**src/rtl/uart_rx.sv**
```systemverilog
// -----------------------------------------------------------------------------
// uart_rx
//   Receive half of the UART peripheral. Recovers 8N1 frames (start 0, eight
//   data bits LSB first, stop 1, idle high) from the asynchronous rx line and
//   hands complete bytes to the register/FIFO layer via a flag/acknowledge
//   handshake.
//
// Ports
//   clk            system clock, all logic on posedge
//   rst            synchronous active-high reset
//   cyclesPerBit   bit period C in clk cycles (C >= 4), change only while idle
//   rx             asynchronous serial input, idle high
//   dataOut        last correctly framed byte, held until the next delivery
//   dataAvailable  a byte is waiting in dataOut
//   dataRead       consumer acknowledge, clears dataAvailable
//   framingError   sticky, stop bit sampled low
//   overrun        sticky, byte delivered while the previous one was unread
//   clearErrors    clears framingError and overrun
//   busy           high whenever the receiver is not idle
// -----------------------------------------------------------------------------
module uart_rx #(
    parameter int CLOCK_SCALE_BITS = 16
) (
    input  logic                        clk,
    input  logic                        rst,
    input  logic [CLOCK_SCALE_BITS-1:0] cyclesPerBit,
    input  logic                        rx,
    output logic [7:0]                  dataOut,
    output logic                        dataAvailable,
    input  logic                        dataRead,
    output logic                        framingError,
    output logic                        overrun,
    input  logic                        clearErrors,
    output logic                        busy
);

    typedef enum logic [2:0] {
        S_IDLE  = 3'd0,
        S_START = 3'd1,
        S_DATA  = 3'd2,
        S_STOP  = 3'd3,
        S_BREAK = 3'd4
    } state_t;

    state_t                      state_q;
    logic                        rx_meta_q;
    logic                        rx_sync_q;
    logic [CLOCK_SCALE_BITS-1:0] cnt_q;
    logic [2:0]                  bit_q;
    logic [7:0]                  shift_q;
    logic [7:0]                  data_out_q;
    logic                        data_avail_q;
    logic                        framing_err_q;
    logic                        overrun_q;
    logic                        busy_q;

    logic [CLOCK_SCALE_BITS-1:0] cnt_next_s;
    logic [CLOCK_SCALE_BITS-1:0] half_s;

    assign cnt_next_s = cnt_q + CLOCK_SCALE_BITS'(1);
    assign half_s     = cyclesPerBit >> 1;

    assign dataOut       = data_out_q;
    assign dataAvailable = data_avail_q;
    assign framingError  = framing_err_q;
    assign overrun       = overrun_q;
    assign busy          = busy_q;

    // Two-flop synchronizer for the asynchronous rx pin; resets to idle-high.
    always_ff @(posedge clk) begin
        if (rst) begin
            rx_meta_q <= 1'b1;
            rx_sync_q <= 1'b1;
        end else begin
            rx_meta_q <= rx;
            rx_sync_q <= rx_meta_q;
        end
    end

    // Frame FSM plus the consumer handshake and sticky error flags.
    always_ff @(posedge clk) begin
        if (rst) begin
            state_q       <= S_IDLE;
            cnt_q         <= '0;
            bit_q         <= 3'd0;
            shift_q       <= 8'h00;
            data_out_q    <= 8'h00;
            data_avail_q  <= 1'b0;
            framing_err_q <= 1'b0;
            overrun_q     <= 1'b0;
            busy_q        <= 1'b0;
        end else begin
            // Clears are applied first so that a delivery or error set in the
            // same cycle (written later in this block) takes precedence.
            if (dataRead) begin
                data_avail_q <= 1'b0;
            end
            if (clearErrors) begin
                framing_err_q <= 1'b0;
                overrun_q     <= 1'b0;
            end

            case (state_q)
                S_IDLE: begin
                    cnt_q <= '0;
                    bit_q <= 3'd0;
                    if (!rx_sync_q) begin
                        state_q <= S_START;
                        busy_q  <= 1'b1;
                    end
                end

                // Re-check the start bit half a period in; a high line here is
                // a glitch and is dropped silently.
                S_START: begin
                    if (cnt_next_s == half_s) begin
                        cnt_q <= '0;
                        if (!rx_sync_q) begin
                            state_q <= S_DATA;
                        end else begin
                            state_q <= S_IDLE;
                            busy_q  <= 1'b0;
                        end
                    end else begin
                        cnt_q <= cnt_next_s;
                    end
                end

                // From the mid-start reference, every C cycles lands mid-bit.
                S_DATA: begin
                    if (cnt_next_s == cyclesPerBit) begin
                        shift_q[bit_q] <= rx_sync_q;
                        cnt_q          <= '0;
                        if (bit_q == 3'd7) begin
                            state_q <= S_STOP;
                        end else begin
                            bit_q <= bit_q + 3'd1;
                        end
                    end else begin
                        cnt_q <= cnt_next_s;
                    end
                end

                // Delivery happens mid stop bit, so a following start edge
                // with no idle gap is still caught from IDLE.
                S_STOP: begin
                    if (cnt_next_s == cyclesPerBit) begin
                        cnt_q <= '0;
                        if (rx_sync_q) begin
                            data_out_q   <= shift_q;
                            data_avail_q <= 1'b1;
                            if (data_avail_q && !dataRead) begin
                                overrun_q <= 1'b1;
                            end
                            state_q <= S_IDLE;
                            busy_q  <= 1'b0;
                        end else begin
                            framing_err_q <= 1'b1;
                            state_q       <= S_BREAK;
                        end
                    end else begin
                        cnt_q <= cnt_next_s;
                    end
                end

                // Hold off until the line is released so a break condition
                // does not look like a stream of new start bits.
                S_BREAK: begin
                    if (rx_sync_q) begin
                        state_q <= S_IDLE;
                        busy_q  <= 1'b0;
                    end
                end

                default: begin
                    state_q <= S_IDLE;
                    cnt_q   <= '0;
                    bit_q   <= 3'd0;
                    busy_q  <= 1'b0;
                end
            endcase
        end
    end

endmodule

```
**config.mk**
```make
export PLATFORM = sky130hd
export DESIGN_NAME = uart_rx
export DESIGN_NICKNAME = d
export VERILOG_FILES = /design/src/rtl/uart_rx.sv
export SDC_FILE = /design/constraint.sdc
export NUM_CORES = 1
export LEC_CHECK = 0
export BUFFER_PORTS_ARGS = -buffer_cell sky130_fd_sc_hd__buf_2
export CELL_PAD_IN_SITES_DETAIL_PLACEMENT = 1
export CELL_PAD_IN_SITES_GLOBAL_PLACEMENT = 1
export CORE_UTILIZATION = 41
export CTS_CLUSTER_DIAMETER = 200
export DETAILED_ROUTE_END_ITERATION = 10
export PLACE_DENSITY = 0.77
export SLEW_MARGIN = 15
export SYNTH_ARGS = -nofsm -noshare
export SYNTH_HDL_FRONTEND = slang
export SYNTH_SLANG_ARGS = --single-unit
```
**constraint.sdc**
```tcl
create_clock -name clk -period 3.1 [get_ports clk]
set_input_delay 0.155 -clock clk [delete_from_list [all_inputs] [get_ports clk]]
set_output_delay 0.155 -clock clk [all_outputs]
set_load 0.02 [all_outputs]
```
==> qor.yml <==
layout-area-overhead-vs-synth_pct: 20.2
vias: 3493
cp_data_required_time_ns: 3.35
die_area_mm2: 0.00876
routed_via_density: 6.09
netSwitchingFraction: 0.272
drtAntennaViolNets: 0
clock_latency_ns: 0.32
yosysTopAreaCellShare: 0.256
worstRegToRegCells: 10
critPathArrivalTime_ns: 3.28
syn_nets: 445
syn_area_mm2: 0.00344
fin_crit_sh: 0.979
yosys_register_bits: 44
gp_congestion: 0.886
start_util: 0.421
dp_hpwl_um: 8260
crit_end: "framingError"
p_int_w: 0.000868
wire_per_inst_um: 19.4
dp_cells: 562
hold_start: "rx"
port_buffers: 32
busiest_layer: "met2"
post-route-drc-count: 0
synthDistinctLibCells: 60
p_clk_frac: 0.405
hold_viol: 0
ios: 33
grt_max_degree: 21
cts_root_buf: "clkbuf_8"
grt_pass1_vias: 3555
dr.pass1.iters: 4
worstMarginPinSlew_ns: 0.628
grt_pass1_wl_um: 18000
finalInstanceArea_mm2: 0.00413
finalClockSkew_ns: 0.0130
rrSetupSlack_ns: 0.06
ys_seq_area_frac: 0.256
avgSynthCellArea_um2: 8.17
die_height_um: 93.6
nNetsFinal: 492
pwr-share-seq: 0.479
antenna_found_initial: 0
p_per_area_mw_per_mm2: 289
rows: 33
path_max_fanout: 10
crit_start: "cnt_q[0]"
maxSlewHeadroom: 0.580
yosysTopAreaCell: "dfxtp_1"
final_util: 0.506
synth_top_flop_cell: "dfxtp_1"
synth_warnings: 0
synth_edf_count: 0
critPathKind: "reg2reg"
leakage_nw: 1.56
status: "finished, final reports clean"
max_cap_viol_count: 0
clk_pin_slew_worst_paths_ns: 0.09
grt_use_met3: 0.0285
use_met1: 0.337
fmax_mhz: 329
drt_iter0_drc: 178
cts_max_level: 2
holdPathStages: 2
grt_overflow: 0
startpoint_type: "register"
p_sw_w: 0.000324
diodes: 0
drive_gt1_frac: 0.241
setup_tns_ns: 0
final_cell_mix: "50 x nand2_1, 43 x buf_4, 41 x dfxtp_1"
hp-class: "in2reg"
core_area_mm2: 0.00818
placed_area_mm2: 0.00385
cts_buffer_depth: 2
fin_cells: 574
maxSlewViolCount: 0
die_w_um: 93.6
cts_made_buffers: 5
grt.total_usage: 0.265
clock-sinks: 44
timing.rr.end: "framingError"
syn_inst: 421
rsz0062_at_grt: "yes"
synth-async-reset-ratio: 0
cts_tree: "done"
comb_power_share: 0.116
finalSetupViolCount: 0
reg2reg_from: "cnt_q[0]"
layout_min_cycle_time_ns: 3.04
vdd_drop_max_mv: 0.218
hold_buffers: 0
grt_util_met2: 0.467
final_common_cell: "nand2_1"
synth_area_leaders: "dfxtp_1 26%, xnor2_1 6.1%, nand2_1 5.5%"
worstSetupEndpointType: "register"
drt-total-wl_um: 11200
## worst max-delay path, stage by stage (launching register included)
cell      delay [ns]
dfxtp_2         0.37
buf_4           0.13
nand4_1         0.13
buf_4           0.21
or3_1           0.35
xnor2_1         0.29
o211ai_1        0.17
nor4_1          0.47
a22oi_1         0.23
or4_1           0.47
a21oi_1         0.15
## how the worst min path moves through the flow
| stage | to | slack, ns |
|---|---|---|
| 6_report | rx_meta_q | 0.02 |
| 5_1_grt | rx_meta_q | 0.03 |
| 4_1_cts | rx_meta_q | 0.02 |
| 3_5_place_dp | rx_meta_q | 0.34 |
| 3_3_place_gp | rx_meta_q | 0.34 |
| 2_1_floorplan | rx_meta_q | 0.26 |
## power by group through the flow
stage / clock (W) / combinational, W / sequential [W]
6_report: 0.000483 / 0.000138 / 0.000571
5_1_grt: 0.000515 / 0.000148 / 0.000572
4_1_cts: 0.000493 / 0.000132 / 0.000572
3_5_place_dp: 0 / 0.000129 / 0.000585
3_3_place_gp: 0 / 0.000126 / 0.000585
2_1_floorplan: 0 / 0.0000834 / 0.000584
## flip-flops by register name, indices dropped and copies added, names as in the netlist
register       count
bit_q              3
busy               1
cnt_q             16
dataAvailable      1
dataOut            8
framingError       1
overrun            1
rx_meta_q          1
rx_sync_q          1
shift_q            8
state_q            3
## through the flow
step                hold slack, ns  setup WS [ns]  total power [W]
CTS                         0.0223        0.00413          0.00120
finish                      0.0209         0.0642          0.00119
global placement             0.338         -0.126         0.000711
global route                0.0261        -0.0908          0.00124
floorplan                    0.259          0.139         0.000667
detailed placement           0.341         -0.136         0.000714
## synth_stat cells, types with 3 or more instances
cell	instances
nor4_1	9
nand4_1	15
o21a_1	3
or3_1	6
and4_1	4
nor3_1	10
nand3_1	22
o2111ai_1	10
a41oi_1	5
o31ai_1	3
and3_1	5
nor2_1	21
clkbuf_1	17
dfxtp_1	44
nand2_1	50
a31oi_1	4
xnor2_1	24
nand2b_1	4
o21ai_0	18
a21oi_1	14
xor2_1	11
or4_1	4
nand4b_1	11
buf_2	10
mux2i_1	9
o22ai_1	3
nor2b_1	11
inv_1	14
ha_1	3
buf_4	9
xnor3_1	7
o211ai_1	5
## cell families (layout without fill, tap and decap cells)
family                     count (synthesis)  count (layout)  synth area share
AOI/OAI and AO/OA                         81              81             0.169
xor gates and xnor gates                  44              44             0.149
adders and majority gates                  4               4            0.0138
buffers and inverters                     51              99            0.0691
DFF                                       44              44             0.256
muxes                                      9               9            0.0262
and+or+nand+nor                          188             188             0.317
## what timing repair did
| item | in CTS | in global routing |
|---|---|---|
| resized for setup | 9 | 16 |
| buffers inserted | 0 | 4 |
| endpoints found under the setup margin | 11 | 31 |
| pin swaps | 1 | 7 |
## per-layer routing
metal / vias up / share of wire
met2: 85 / 0.49
met1: 1741 / 0.44
met3: 24 / 0.041
met4: 0 / 0.022
met5: - / 0
li1: 1643 / -
## final cells by class
cell class	instances	area, µm²
inverters	14	52.6
flip-flops and latches	44	887
clock buffers	5	68.8
well taps	105	131
multi-input cells	326	2440
fillers	1006	4040
repair buffers	77	505
clock inverters	3	46.3
Note: power is estimated with default switching activity, not from simulation.
